### config.mk
export PLATFORM = sky130hd
export DESIGN_NAME = clk_div_monitor
export DESIGN_NICKNAME = d
export VERILOG_FILES = /design/src/rtl/clk_div_monitor.sv
export SDC_FILE = /design/constraint.sdc
export NUM_CORES = 1
export LEC_CHECK = 0
export ABC_AREA = 0
export BUFFER_PORTS_ARGS = -buffer_cell sky130_fd_sc_hd__buf_4
export CAP_MARGIN = 30
export CORE_MARGIN = 8
export CORE_UTILIZATION = 60
export CTS_BUF_LIST = sky130_fd_sc_hd__clkbuf_8
export DETAILED_ROUTE_END_ITERATION = 10
export PLACE_DENSITY = 0.82
export SLEW_MARGIN = 20
export SYNTH_ARGS = -nofsm -noshare
export SYNTH_HDL_FRONTEND = slang
export SYNTH_SLANG_ARGS = --single-unit
### constraint.sdc
create_clock -name clk_in -period 4.6 [get_ports clk_in]
set_clock_uncertainty 0.1 [all_clocks]
set_input_delay 0.46 -clock clk_in [delete_from_list [all_inputs] [get_ports clk_in]]
set_output_delay 0.46 -clock clk_in [all_outputs]
set_load 0.05 [all_outputs]
### src/rtl/clk_div_monitor.sv
// ---------------------------------------------------------------------------
// clk_div_monitor
//
// Measures the period and high time (in clk_in cycles) of one divided clock
// sampled on clk_in, then compares them against expected values.
// A measurement starts on a single-cycle start pulse. The first rising edge
// of div_clk starts the counters. The second rising edge stops them and
// produces the result. If either wait lasts too long, the measurement aborts
// with a timeout result.
//
// Optional feature (compile-time macro CLK_MON_SYNC_EN):
//   defined     - div_clk goes through a 2-flop synchronizer before the edge
//                 detect, so asynchronous or external clocks can be monitored.
//                 This adds 2 cycles of start-to-done latency.
//   not defined - div_clk feeds the edge-detect register directly.
//
// Parameters:
//   CNT_W    - width of the counters and of the expected-value inputs
//   TIMEOUT  - maximum clk_in cycles spent in ARM or MEASURE (<= 2^CNT_W-1)
//   DUTY_TOL - allowed |high_time - expected_high|
//
// Ports:
//   clk_in          in   system clock (also clocks the divider stage)
//   rst             in   asynchronous, active-high reset
//   div_clk         in   divided clock under test
//   start           in   single-cycle measurement request (honoured in IDLE)
//   expected_period in   expected period in clk_in cycles
//   expected_high   in   expected high time in clk_in cycles
//   busy            out  high while arming or measuring
//   done            out  one-cycle pulse when a result is valid
//   period          out  measured period (0 on timeout), held until next done
//   high_time       out  measured high time (0 on timeout), held
//   match           out  result passed, held
//   timeout         out  last measurement aborted, held
// ---------------------------------------------------------------------------
module clk_div_monitor #(
   parameter int CNT_W    = 8,
   parameter int TIMEOUT  = 255,
   parameter int DUTY_TOL = 1
) (
   input  logic             clk_in,
   input  logic             rst,
   input  logic             div_clk,
   input  logic             start,
   input  logic [CNT_W-1:0] expected_period,
   input  logic [CNT_W-1:0] expected_high,
   output logic             busy,
   output logic             done,
   output logic [CNT_W-1:0] period,
   output logic [CNT_W-1:0] high_time,
   output logic             match,
   output logic             timeout
);

   localparam logic [CNT_W-1:0] TO_VAL = CNT_W'(TIMEOUT);
   localparam logic [CNT_W:0]   TOL    = (CNT_W+1)'(DUTY_TOL);

   typedef enum logic [1:0] {IDLE, ARM, MEASURE, DONE} state_t;

   typedef struct packed {
      logic [CNT_W-1:0] period;
      logic [CNT_W-1:0] high_time;
      logic             match;
      logic             timeout;
   } result_t;

   localparam result_t TIMEOUT_RES = '{period: '0, high_time: '0, match: 1'b0, timeout: 1'b1};

   state_t           state, state_n;
   logic [CNT_W-1:0] wait_cnt, wait_n;
   logic [CNT_W-1:0] period_cnt, pcnt_n;
   logic [CNT_W-1:0] high_cnt, hcnt_n;
   logic             div_s;
   logic             div_q;
   logic             rise;
   logic             load;
   result_t          res, res_n, meas_res;

   // ------------------------------------------------------------------
   // Input conditioning
   // ------------------------------------------------------------------
`ifdef CLK_MON_SYNC_EN
   logic [1:0] sync;

   always_ff @(posedge clk_in or posedge rst) begin
      if (rst) sync <= '0;
      else     sync <= {sync[0], div_clk};
   end

   assign div_s = sync[1];
`else
   assign div_s = div_clk;
`endif

   always_ff @(posedge clk_in or posedge rst) begin
      if (rst) div_q <= 1'b0;
      else     div_q <= div_s;
   end

   assign rise = div_s & ~div_q;

   // ------------------------------------------------------------------
   // Result evaluation against the live counter values. This is used on
   // the edge that closes a measurement.
   // ------------------------------------------------------------------
   logic [CNT_W:0] hi_ext, ex_ext, hi_diff;

   always_comb begin
      hi_ext  = {1'b0, high_cnt};
      ex_ext  = {1'b0, expected_high};
      hi_diff = (hi_ext >= ex_ext) ? (hi_ext - ex_ext) : (ex_ext - hi_ext);
      meas_res.period    = period_cnt;
      meas_res.high_time = high_cnt;
      meas_res.match     = (period_cnt == expected_period) && (hi_diff <= TOL);
      meas_res.timeout   = 1'b0;
   end

   // ------------------------------------------------------------------
   // FSM
   // ------------------------------------------------------------------
   always_ff @(posedge clk_in or posedge rst) begin
      if (rst) state <= IDLE;
      else     state <= state_n;
   end

   // Counters increment by at most 1 per cycle. The TIMEOUT compare is made
   // on the incremented value, so a counter stops at TIMEOUT and never wraps.
   always_comb begin
      state_n = state;
      wait_n  = wait_cnt;
      pcnt_n  = period_cnt;
      hcnt_n  = high_cnt;
      load    = 1'b0;
      res_n   = TIMEOUT_RES;
      unique case (state)
         IDLE: begin
            if (start) begin
               state_n = ARM;
               wait_n  = '0;
            end
         end
         ARM: begin
            if (rise) begin
               // div_s is already 1 on the rising sample.
               state_n = MEASURE;
               pcnt_n  = CNT_W'(1);
               hcnt_n  = CNT_W'(1);
            end else begin
               wait_n = wait_cnt + 1'b1;
               if (wait_n == TO_VAL) begin
                  state_n = DONE;
                  load    = 1'b1;
               end
            end
         end
         MEASURE: begin
            if (rise) begin
               state_n = DONE;
               load    = 1'b1;
               res_n   = meas_res;
            end else begin
               pcnt_n = period_cnt + 1'b1;
               hcnt_n = high_cnt + CNT_W'(div_s);
               if (pcnt_n == TO_VAL) begin
                  state_n = DONE;
                  load    = 1'b1;
               end
            end
         end
         DONE: begin
            state_n = IDLE;
         end
         default: begin
            state_n = IDLE;
         end
      endcase
   end

   // ------------------------------------------------------------------
   // Counters and held result
   // ------------------------------------------------------------------
   always_ff @(posedge clk_in or posedge rst) begin
      if (rst) begin
         wait_cnt   <= '0;
         period_cnt <= '0;
         high_cnt   <= '0;
      end else begin
         wait_cnt   <= wait_n;
         period_cnt <= pcnt_n;
         high_cnt   <= hcnt_n;
      end
   end

   always_ff @(posedge clk_in or posedge rst) begin
      if (rst)       res <= '0;
      else if (load) res <= res_n;
   end

   assign busy      = (state == ARM) || (state == MEASURE);
   assign done      = (state == DONE);
   assign period    = res.period;
   assign high_time = res.high_time;
   assign match     = res.match;
   assign timeout   = res.timeout;

endmodule

==> results of run 1 <==
## cells by family after synthesis
| group | after synthesis |
|---|---|
| AND/OR/NAND/NOR | 104 |
| AO/OA/AOI/OAI | 90 |
| buffers and inverters | 69 |
| flip-flops | 45 |
| adder cells (fa/ha/maj) | 29 |
| XOR/XNOR | 27 |
| multiplexers | 2 |
## metrics by stage
step / cells / total power, uW / util (%) / cell area, um2 / hold slack (ns)
final: 463 / 2410 / 69.84 / 3567 / 0.1693
after global routing: 463 / 2589 / 69.84 / 3567 / 0.1912
after CTS: 463 / 2402 / 69.84 / 3567 / 0.1905
after detailed placement: 456 / 2112 / 67.81 / 3463 / 0.4158
after global placement: 456 / 2072 / 67.81 / 3463 / 0.4005
after floorplan: 366 / 1749 / - / 3162 / 0.3680
## final cells by class
| class | count | area [um2] | area share, % |
|---|---|---|---|
| multi-input combinational | 252 | 1754 | 49.18 |
| sequential | 45 | 1126 | 31.57 |
| tap | 70 | 87.58 | 2.455 |
| clock inverter | 2 | 35.03 | 0.9821 |
| inverter | 46 | 172.7 | 4.840 |
| timing repair buffer | 43 | 322.8 | 9.049 |
| clock buffer | 5 | 68.82 | 1.929 |
## metal layers
metal	GRT usage, %	vias to the layer above
met4	4.147	0
met3	3.900	8
met1	27.18	1328
met5	0	-
li1	-	1327
met2	30.89	110
## power breakdown
part	leakage, uW	internal, uW	total (uW)	switching, uW
sequential	0.000579	535	678	143
combinational	0.00105	495	1450	950
clock	0.0000540	158	287	129
total	0.00169	1190	2410	1220
## worst max-delay path, stage by stage, from the launching register on
cell and delay [ns]:
dfrtp_1 0.41, ha_1 0.20, inv_1 0.06, fa_1 0.42, a21o_1 0.18, a21oi_1 0.28
o21bai_1 0.11, a21oi_1 0.25, a211oi_1 0.11, or4_1 0.53, a31oi_1 0.17
## final timing paths
| check | slack, ns | cells past startpoint | end | startpoint |
|---|---|---|---|---|
| max reg2reg | 1.72 | 10 | match$_DFFE_PP0P_ | high_cnt[0]$_DFFE_PP0P_ |
| min in group clk_in | 0.19 | 1 | div_q$_DFF_PP0_ | div_clk |
| max in group asynchronous | 3.41 | 3 | period_cnt[3]$_DFFE_PP0P_ | rst |
| min | 0.17 | 2 | wait_cnt[5]$_DFFE_PP0P_ | rst |
| min reg2reg | 0.43 | 2 | high_time[3]$_DFFE_PP0P_ | high_time[3]$_DFFE_PP0P_ |
| max | 1.72 | 10 | match$_DFFE_PP0P_ | high_cnt[0]$_DFFE_PP0P_ |
## flip-flops by register name, summed over array words and instances (netlist names)
register,flops
period,8
wait_cnt,8
state,2
period_cnt,8
high_cnt,8
div_q,1
match,1
timeout,1
high_time,8
## cell usage in the layout, fill, tap and decap left out, drive strengths merged, types with 3 or more instances in the layout
cell    Yosys  final
inv        46     46
dfrtp      45     45
buf        12     43
o21ai      42     42
ha         27     27
nand4      23     23
nor2       21     21
xnor2      20     20
nand2      17     17
a21oi      16     16
nand3      12     12
a31oi       7      7
xor2        7      7
nor3        6      6
and3        5      5
clkbuf     11      5
a22o        4      4
a211oi      4      4
nor2b       3      3
o31ai       3      3
and2        3      3
nand2b      3      3
or3         3      3
or4         3      3
==> reports/results.ini, run 1 <==
[logic_synthesis]
synth_edf_count = 0
ys_ff_latch = 45
asyncSetResetFlopFracSynth_pct = 100.0
synth_top_family_by_area = simple AND/OR/NAND/NOR gates
synth.distinct_cells = 48
synthTopCellsByArea = dfrtp_1, ha_1, o21ai_0
yosys.area_share.simple_pct = 17.33
synth_common_cells = inv_1, dfrtp_1, o21ai_0, ha_1, nand4_1
ys_seq_area_share_pct = 35.62
netlist.area_leader.share_pct = 35.62
syn_inst = 366
yosysMostFrequentCell = inv_1
synth_flop_cell = dfrtp_1
avgSynthCellArea_um2 = 8.639
synth-xor-area-share_pct = 8.429
yosysWarnings = 0
synth_area_mm2 = 0.003162
synth_top_cell_by_area = dfrtp_1
synth-adder-area-share_pct = 11.95
syn-num-nets = 415
synth-compound-area-share_pct = 17.10
synth.area.mux_share_pct = 0.6727

[sta]
finalSetupViolCount = 0
maxSlewHeadroom_pct = 51.18
fin_ws_ns = 1.721
tns_ns = 0
post-route-period-util_pct = 62.58
timing.fmax_mhz = 347.4
drv_slew = 0
finalCriticalPeriod_ns = 2.879
worst_pin_slew_ns = 0.7296
hold_viol_final = 0
rsz0062_at_grt = false

[global_route]
grt_usage_pct = 19.66
grt_max_degree = 28
grt_antenna_before_repair = 0
overflow = 0
grt_pass1_wl_um = 12290
first_global_vias = 2616

[final_layout]
num_antenna_cells = 0
drive_above_1_share_pct = 15.27
synthToLayoutAreaGrowth_pct = 12.82
final.fill_count = 412
nets = 442

[worst_setup_path]
path_max_fanout = 4
worstPathArrival_ns = 2.99
cp-start-kind = register
critPathCaptureType = register
worstSetupPathType = reg2reg
required_ns = 4.71

[detailed_routing]
drt-met1-wl_um = 3338
routedWlPerCell_um = 15.48
num_vias = 2773
drc_errors = 0
ant_nets = 0
top_layer_used = met4
wirelength_um = 7168
wl_met2_um = 3294
routed_via_density = 5.989
drtIter0Drc = 211
dr.pass1.iters = 5
route.met3.wl_um = 469

[clock_network]
cts.sinks = 45
cts_tree = built
clk_path_buf_depth = 2
cts_resized = 0
clk_latency_ns = 0.29
cts-root-buf = clkbuf_8
hold_buffers = 0
numCtsBuffers = 5
path_clk_slew_ns = 0.09
cts_setup_buffers = 0
h-tree-depth = 2

[floorplanning]
core-area_mm2 = 0.005107
die_w_um = 88.59
initial_utilization_pct = 61.91
pin_count = 40
fp-row-count = 26
fp.dieH_um = 88.59
dieArea_mm2 = 0.007848

[worst_hold_path]
hold_class = in2async

[place]
port_buffers = 39
gp_congestion = 0.9845
pre_cts_ws_ns = 1.612
dp_hpwl_um = 5531

[power_and_ir_drop]
p_per_area_mw_per_mm2 = 675.7
p_leak_uw = 0.001688
worst_ir_drop_vdd_mv = 0.3807

[flow_run]
maxCapViolCount = 0

[outcome]
outcome = finished clean

(Power assumes the default switching activity.)
==> inputs of run 2 (changes only) <==
Settings changed: CORE_UTILIZATION 60 to 55, PLACE_DENSITY 0.82 to 0.79.
Clock period 4.6 ns to 2.6 ns, I/O delays scaled along.
==> run 2 against run 1 <==
  * The run now ends with setup timing left
  * Critical path depth unchanged
  * Via count decreased by 0.87%
  * Total power increased by 81%
  * Core utilization decreased by 1.6 points
  * Combinational power increased by 92%
  * Fmax increased by 10%
  * Die area increased by 7.4%
  * Setup slack got worse by 1.7 ns
  * Count of clock-buffer cells in the layout unchanged
  * Routed wire length increased by 3.0%
  * Non-clock buffer count increased by 25
  * Sequential power increased by 70%
  * Largest power group unchanged
==> reports/results.ini, run 2 (synthesis gave the netlist of run 1 again) <==
[worst_setup_path]
r2r_slack_ns = -0.01  ; -1.73 ns
critPathCaptureType = register
path_max_fanout = 3  ; -1
cp-start-kind = register
crit_chain = ha_2 -> inv_1 -> fa_2 -> a21o_1 -> a21oi_2 -> o21bai_1 -> a21oi_2 -> a211oi_1 -> or4_1 -> a31oi_1
r2r_cells = 10  ; unchanged
r2r_start = high_cnt[0]$_DFFE_PP0P_
cpMaxStageDelayCell = or4_1
critical_path_buf_inv_count = 1  ; unchanged
required_ns = 2.73  ; -1.98 ns
crit_path_frequent_cell = a21oi_2
worstPathArrival_ns = 2.74  ; -0.25 ns
cp_slowest_stage_delay_ns = 0.53  ; about the same
critPathTopFamily = compound AO/OA/AOI/OAI gates
worstSetupPathType = reg2reg
reg2reg_to = match$_DFFE_PP0P_

[global_route]
grt_usage_pct = 18.27  ; -1.4 points
grt_antenna_before_repair = 0  ; unchanged
overflow = 0  ; unchanged
grt_pass1_wl_um = 12830  ; +4.4%
grt_max_degree = 27  ; -3.6%
first_global_vias = 2778  ; +6.2%

[clock_network]
clk_latency_ns = 0.31  ; +0.02 ns
path_clk_slew_ns = 0.09  ; about the same
cts.sinks = 45  ; unchanged
numCtsBuffers = 5  ; unchanged
clk_path_buf_depth = 2  ; unchanged
cts-root-buf = clkbuf_8
h-tree-depth = 2  ; unchanged
cts_tree = built

[detailed_routing]
num_vias = 2749  ; -0.87%
dr.pass1.iters = 4  ; -1
wirelength_um = 7381  ; +3.0%
routed_via_density = 5.599  ; -6.5%
ant_nets = 0  ; unchanged
drtIter0Drc = 160  ; -24%
routedWlPerCell_um = 15.03  ; -2.9%
drc_errors = 0  ; unchanged

[floorplanning]
fp-row-count = 27  ; +3.8%
die_w_um = 91.82  ; +3.6%
fp.dieH_um = 91.82  ; +3.6%
dieArea_mm2 = 0.008431  ; +7.4%
pin_count = 40  ; unchanged
core-area_mm2 = 0.005540  ; +8.5%
initial_utilization_pct = 57.07  ; -4.8 points

[sta]
tns_ns = -0.01118  ; -0.01118 ns
finalCriticalPeriod_ns = 2.611  ; -0.2674 ns
finalSetupViolCount = 1  ; +1
hold_viol_final = 0  ; unchanged
rsz0062_at_grt = true
holdWs_ns = 0.3254  ; +0.1561 ns
maxSlewHeadroom_pct = 63.32  ; +12 points
fin_ws_ns = -0.01118  ; -1.733 ns
drv_slew = 0  ; unchanged
post-route-period-util_pct = 100.4  ; +38 points
worst_pin_slew_ns = 0.5502  ; -0.1794 ns
timing.fmax_mhz = 383.0  ; +10%

[place]
placed_area_mm2 = 0.003616  ; +4.4%
dp_hpwl_um = 5731  ; +3.6%
pre_cts_ws_ns = -0.1952  ; -1.807 ns
port_buffers = 39  ; unchanged
post-place-cells = 478  ; +4.8%
gp_congestion = 0.8582  ; -13%

[flow_run]
maxCapViolCount = 0  ; unchanged

[outcome]
outcome = finished with violations
violations = setup timing

[power_and_ir_drop]
p_per_area_mw_per_mm2 = 1157  ; +71%
p_leak_uw = 0.001805  ; +6.9%
worst_ir_drop_vdd_mv = 0.6002  ; +58%

[final_layout]
layout_commonest_cell = buf_4
num_antenna_cells = 0  ; unchanged
synthToLayoutAreaGrowth_pct = 19.59
final_cell_mix = buf_4, inv_1, dfrtp_1, o21ai_0, ha_1
fin_cells = 491  ; +6.0%
fin_area_mm2 = 0.003781  ; +6.0%
drive_above_1_share_pct = 21.00  ; +5.7 points
nets = 467  ; +5.7%

[worst_hold_path]
hold_class = in2async

## run 2: cell types whose count changed in the layout (fill, tap and decap cells not counted), moves of 2 or more
cell           previous run  this run
a21oi_1                  16        14
a21oi_2                   0         2
dlygate4sd3_1             0         2
buf_4                    43        65
## run 2: how the worst max path moves through the flow
stage	startpoint	to	slack, ns	cells after the start
global placement	expected_high[0]	match$_DFFE_PP0P_	-0.11	12
detailed placement	expected_high[0]	match$_DFFE_PP0P_	-0.20	12
CTS	high_cnt[0]$_DFFE_PP0P_	match$_DFFE_PP0P_	0.004	12
finish	high_cnt[0]$_DFFE_PP0P_	match$_DFFE_PP0P_	-0.01	10
floorplan	high_cnt[0]$_DFFE_PP0P_	match$_DFFE_PP0P_	0.02	10
global route	high_cnt[0]$_DFFE_PP0P_	match$_DFFE_PP0P_	-0.17	10
## run 2: timing repair
action                     CTS  global route
pin swaps                    1             8
gates resized for setup      2             2
hold buffers                 2             0
cloned                       0             0
hold endpoints to repair    25             0
setup endpoints to repair    1             1
setup buffers                0             2
## run 2: cell type report
class / count / area [um2]
clock inverters: 3 / 21.27
well taps: 72 / 90.09
flip-flops and latches: 45 / 1126
repair buffers: 68 / 535.5
inverters: 46 / 172.7
multi-input cells: 252 / 1767
clock buffers: 5 / 68.82
fillers: 459 / 1759
## run 2: stage by stage
| step | util [%] | power [uW] |
|---|---|---|
| after floorplan | - | 3094 |
| after global placement | 65.27 | 3810 |
| after detailed placement | 65.27 | 3883 |
| after CTS | 67.37 | 4344 |
| after global routing | 68.25 | 4703 |
| final | 68.25 | 4373 |
## run 2: power breakdown
part / total (uW) / internal [uW] / switching, uW / leakage [uW]
registers: 1150 / 947 / 200 / 0.000579
clock network: 441 / 191 / 250 / 0.0000445
logic: 2780 / 1020 / 1760 / 0.00118
total: 4370 / 2160 / 2210 / 0.00180
## run 2: worst register-to-register path, stage by stage (launching register included)
cell,delay [ns]
dfrtp_1,0.36
ha_2,0.18
inv_1,0.06
fa_2,0.41
a21o_1,0.18
a21oi_2,0.18
o21bai_1,0.10
a21oi_2,0.16
a211oi_1,0.10
or4_1,0.53
a31oi_1,0.17
## run 2: metal layers
metal	GRT usage (%)	up-vias	share of wire, %
met5	0	-	0
met3	4.156	7	6.0
li1	-	1372	-
met4	6.174	0	1.7
met1	23.93	1283	46
met2	29.11	87	46
